**src/rtl/div_arbiter.sv**
```systemverilog
// Round-robin front end that shares one multi-cycle signed Q16.16 divider among N_REQ requesters.
// Divide-by-zero is answered locally with a saturated quotient and never starts the divider.
module div_arbiter #(
    parameter int N_REQ = 4,
    parameter int WIDTH = 32
) (
    input  logic                   clk,
    input  logic                   rst_n,
    input  logic [N_REQ-1:0]       req_valid,
    output logic [N_REQ-1:0]       req_ready,
    input  logic [N_REQ*WIDTH-1:0] req_num,
    input  logic [N_REQ*WIDTH-1:0] req_den,
    output logic [N_REQ-1:0]       resp_valid,
    input  logic [N_REQ-1:0]       resp_ready,
    output logic [WIDTH-1:0]       resp_quot,
    output logic                   resp_dz,
    output logic                   busy,
    output logic                   div_start,
    output logic [WIDTH-1:0]       div_num,
    output logic [WIDTH-1:0]       div_den,
    input  logic [WIDTH-1:0]       div_quot,
    input  logic                   div_finished
);
    localparam int PW = (N_REQ > 1) ? $clog2(N_REQ) : 1;

    localparam logic [1:0] S_IDLE  = 2'd0;
    localparam logic [1:0] S_ISSUE = 2'd1;
    localparam logic [1:0] S_BUSY  = 2'd2;
    localparam logic [1:0] S_RESP  = 2'd3;

    // Saturated results for x/0: largest positive, or most negative plus one so it stays symmetric
    localparam logic [WIDTH-1:0] DZ_POS = {1'b0, {(WIDTH-1){1'b1}}};
    localparam logic [WIDTH-1:0] DZ_NEG = {1'b1, {(WIDTH-2){1'b0}}, 1'b1};

    logic [1:0]       state;
    logic [PW-1:0]    rr_ptr;
    logic [PW-1:0]    owner;
    logic [PW-1:0]    gnt_idx;
    logic [PW-1:0]    cand;
    logic             gnt_any;
    logic [N_REQ-1:0] gnt_oh;
    logic             den_zero;
    int               pos;

    // First valid requester at or after rr_ptr, searching upward with wrap
    always_comb begin
        gnt_any = 1'b0;
        gnt_idx = '0;
        cand    = '0;
        pos     = 0;
        for (int k = 0; k < N_REQ; k++) begin
            pos = int'(rr_ptr) + k;
            if (pos >= N_REQ) pos = pos - N_REQ;
            cand = PW'(pos);
            if (!gnt_any && req_valid[cand]) begin
                gnt_any = 1'b1;
                gnt_idx = cand;
            end
        end
    end

    always_comb begin
        gnt_oh = '0;
        if (gnt_any) gnt_oh[gnt_idx] = 1'b1;
    end

    always_comb begin
        resp_valid = '0;
        if (state == S_RESP) resp_valid[owner] = 1'b1;
    end

    assign req_ready = (rst_n && state == S_IDLE) ? gnt_oh : '0;
    assign den_zero  = (div_den == '0);
    assign div_start = (state == S_ISSUE) && !den_zero;
    assign busy      = (state != S_IDLE);

    always_ff @(posedge clk) begin
        if (!rst_n) begin
            state     <= S_IDLE;
            rr_ptr    <= '0;
            owner     <= '0;
            resp_quot <= '0;
            resp_dz   <= 1'b0;
            div_num   <= '0;
            div_den   <= '0;
        end else begin
            case (state)
                S_IDLE: begin
                    if (gnt_any) begin
                        div_num <= req_num[gnt_idx*WIDTH +: WIDTH];
                        div_den <= req_den[gnt_idx*WIDTH +: WIDTH];
                        owner   <= gnt_idx;
                        rr_ptr  <= (gnt_idx == PW'(N_REQ-1)) ? '0 : gnt_idx + 1'b1;
                        state   <= S_ISSUE;
                    end
                end
                S_ISSUE: begin
                    if (den_zero) begin
                        resp_quot <= div_num[WIDTH-1] ? DZ_NEG : DZ_POS;
                        resp_dz   <= 1'b1;
                        state     <= S_RESP;
                    end else begin
                        state <= S_BUSY;
                    end
                end
                S_BUSY: begin
                    if (div_finished) begin
                        resp_quot <= div_quot;
                        resp_dz   <= 1'b0;
                        state     <= S_RESP;
                    end
                end
                S_RESP: begin
                    if (resp_ready[owner]) state <= S_IDLE;
                end
                default: state <= S_IDLE;
            endcase
        end
    end
endmodule
```
**config.mk**
```make
export PLATFORM = sky130hd
export DESIGN_NAME = div_arbiter
export DESIGN_NICKNAME = d
export VERILOG_FILES = /design/src/rtl/div_arbiter.sv
export SDC_FILE = /design/constraint.sdc
export NUM_CORES = 1
export LEC_CHECK = 0
export ABC_CLOCK_PERIOD_IN_PS = 2600
export CAP_MARGIN = 20
export CORE_AREA = 2 2 159 161
export DETAILED_ROUTE_END_ITERATION = 8
export DIE_AREA = 0 0 161 163
export MAX_ROUTING_LAYER = met4
export PLACE_DENSITY = 0.58
export SYNTH_ARGS = -nofsm -noshare
export SYNTH_HDL_FRONTEND = slang
export SYNTH_SLANG_ARGS = --single-unit
export TNS_END_PERCENT = 50
```
**constraint.sdc**
```tcl
create_clock -name clk -period 2.6 [get_ports clk]
set_input_delay 0.52 -clock clk [delete_from_list [all_inputs] [get_ports clk]]
set_output_delay 0.52 -clock clk [all_outputs]
set_load 0.05 [all_outputs]
```
==> impl_metrics.ini <==
[setup_path]
worst-path-buf-inv = 3
cpPeakStageDelay_ns = 0.51
cp_max_fo = 3
start_kind = input port
critPathSlowestCell = clkdlybuf4s50_1
end_kind = output port
cp_top_family = buffers and inverters
crit_type = in2out
required_ns = 2.08
path_cells = clkdlybuf4s50_1 -> inv_1 -> a211o_1 -> a21oi_4 -> ha_2 -> and3_4 -> buf_12
crit_cells = 7
crit_arrival_ns = 2.06
reg2regPathDepth = 10

[global_routing]
grt_pass1_wl_mm = 38.0
grt_pass1_vias = 6399
grt_max_degree = 65
antenna_found_initial = 1
grt_overflow = 0
busiest_layer = met2
grtUsageMet3_pct = 5.07
grtUsageMet1_pct = 21.9
grt_use_total_pct = 19.2
met2_usage_pct = 33.7

[die]
die_x_um = 161
start_util_pct = 22.6
die_area_um2 = 26200
ioPinCount = 406
die_y_um = 163
coreArea_um2 = 24700
row_count = 58

[power_and_ir_drop]
power.leakage_nw = 4.17
powerDensity_nw_per_um2 = 1100
vdd_drop_max_v = 0.000405

[clocking]
cts.sinks = 103
cts_tree = yes
path_clk_slew_ns = 0.08
cts_max_level = 3
clock_latency_ns = 0.36
numCtsBuffers = 9
cts-root-buf = clkbuf_16
clk_path_buf_depth = 2

[cells_and_area]
fin_nets = 1306
fill_cells = 2450
final_util_pct = 42.8
drive_above_1_share_pct = 8.65
fin_cells = 1337
syn2layout_area_growth_pct = 89.3
finish.instance_area_um2 = 10600

[yosys]
syn_avg_cell_area_um2 = 9.39
ys_warn_count = 0
yosysTopAreaCell = dfxtp_1
synth_cell_types = 43
syn_nets = 899
syn-cell-area_um2 = 5580
synth-edff-count = 0
synthTopCellsByArea = dfxtp_1, mux2i_1, o221ai_1
ys.flop_type = dfxtp_1
synthCells = 594
seq_area_frac_synth_pct = 37.0
async_flop_share_pct = 0
ys_ff_latch = 103
synth_top_cell_area_share_pct = 37.0

[route]
wire_per_inst_um = 19.0
first_iter_violations = 349
drt_wl_total_mm = 25.4
drcViolationCount = 0
viasPerCell = 4.67
via_count = 6245
drt-pass1-iter-count = 4
ant_nets = 0

[job]
max_cap_violations = 0

[sta]
whs_ns = 0.460
timing_hold_violations_final = 0
setup_tns_ns = 0
skew_ns = 0.0171
worst_pin_slew_ns = 0.592
max_freq_mhz = 387
fin_crit_sh_pct = 99.4
slew_headroom_pct = 60.4
finalSetupViolCount = 0
maxSlewViolCount = 0
layout_min_cycle_time_ns = 2.58
grt_setup_unrepaired = yes

[placement]
place_inst = 1318
dp_hpwl_mm = 19.7
numPortBuffers = 405
place_area_um2 = 10200
place.gp.congestion = 0.802

[hold_path]
min_delay_path_depth = 2
hp-class = reg2reg

[status]
status = completed
repair_timing:
item,in CTS,in global routing
hold buffers,0,0
resized for setup,16,4
pin swaps,4,1
setup endpoints to repair,5,7
buffers inserted,2,0
synth_stat cells, drive strengths merged, types with 6 or more instances:
master and count:
mux2i 131, nand2 106, dfxtp 103, o221ai 64, o21ai 34, a22oi 31
clkbuf 29, buf 25, nor2 9, nor4 9, inv 8, ha 6
path summary, 6_finish.rpt:
check             slack (ns)           from       endpoint
setup / recovery        0.02   req_valid[3]   req_ready[3]
hold / removal          0.46  resp_quot[25]  resp_quot[25]
setup reg to reg        0.36      rr_ptr[0]     div_num[7]
hold reg to reg         0.46  resp_quot[25]  resp_quot[25]
state kept, by name, indices dropped and copies added (netlist names):
| name | flops |
|---|---|
| div_den | 32 |
| div_num | 32 |
| resp_quot | 32 |
| owner | 2 |
| rr_ptr | 2 |
| state | 2 |
| resp_dz | 1 |
cell type report:
type / count / area, um2 / area share, %
Timing Repair Buffer: 450 / 4540 / 43.0
Multi-Input combinational cell: 429 / 3210 / 30.4
Sequential cell: 103 / 2060 / 19.5
Tap cell: 330 / 413 / 3.91
Clock buffer: 10 / 229 / 2.17
Clock inverter: 6 / 75.1 / 0.711
Inverter: 8 / 30.0 / 0.284
Antenna cell: 1 / 2.50 / 0.0237
per-stage QoR:
stage	setup WS, ns	total power (W)
2_1_floorplan	-0.0727	0.00745
3_3_place_gp	-0.127	0.0102
3_5_place_dp	-0.146	0.0102
4_1_cts	0.000670	0.0118
5_1_grt	-0.0609	0.0123
6_report	0.0157	0.0117
power by group:
group          leakage (nW)  switching [W]  internal [W]
clock network         0.146       0.000683      0.000766
registers             0.850       0.000511       0.00227
logic                  3.17        0.00449       0.00293
total                  4.17        0.00568       0.00597
worst reg2reg max path, stage by stage (launching register included):
cell and delay [ns]:
dfxtp_1 0.42, nand2b_1 0.16, buf_4 0.12, nand3_2 0.09, a21oi_4 0.18, buf_4 0.18, buf_12 0.10, buf_4 0.26
buf_4 0.26, mux2i_1 0.21, o221ai_1 0.13
layout by cell type (no fill, tap or decap), types with 2 or more instances in the layout:
cell,n
dlygate4sd2_1,4
and2_1,3
inv_1,6
nand2_1,106
buf_12,13
o31ai_1,2
nor2b_1,3
nand2b_1,2
inv_6,2
nand3_2,2
o21ai_0,33
a22oi_1,31
clkbuf_16,9
ha_1,5
dfxtp_1,103
nor2_1,5
o221ai_1,64
a21oi_1,3
clkdlybuf4s50_1,391
nand4_1,2
nor4_1,8
inv_2,2
buf_4,39
nor2_4,3
dlymetal6s2s_1,3
mux2i_1,131
routing by layer:
layer / wire length [um] / vias to the layer above
met3: 1780 / 16
met1: 10400 / 2945
met4: 271 / 0
met2: 12900 / 238
met5: 0 / -
li1: - / 3046
cell families after synthesis:
group                    Yosys count  synth area share, %
buffers and inverters             62                 7.00
AO/OA/AOI/OAI                    145                 19.6
AND/OR/NAND/NOR                  147                 11.6
flip-flops                       103                 37.0
adder cells (fa/ha/maj)            6                 1.35
multiplexers                     131                 23.5
(Power assumes the default switching activity.)
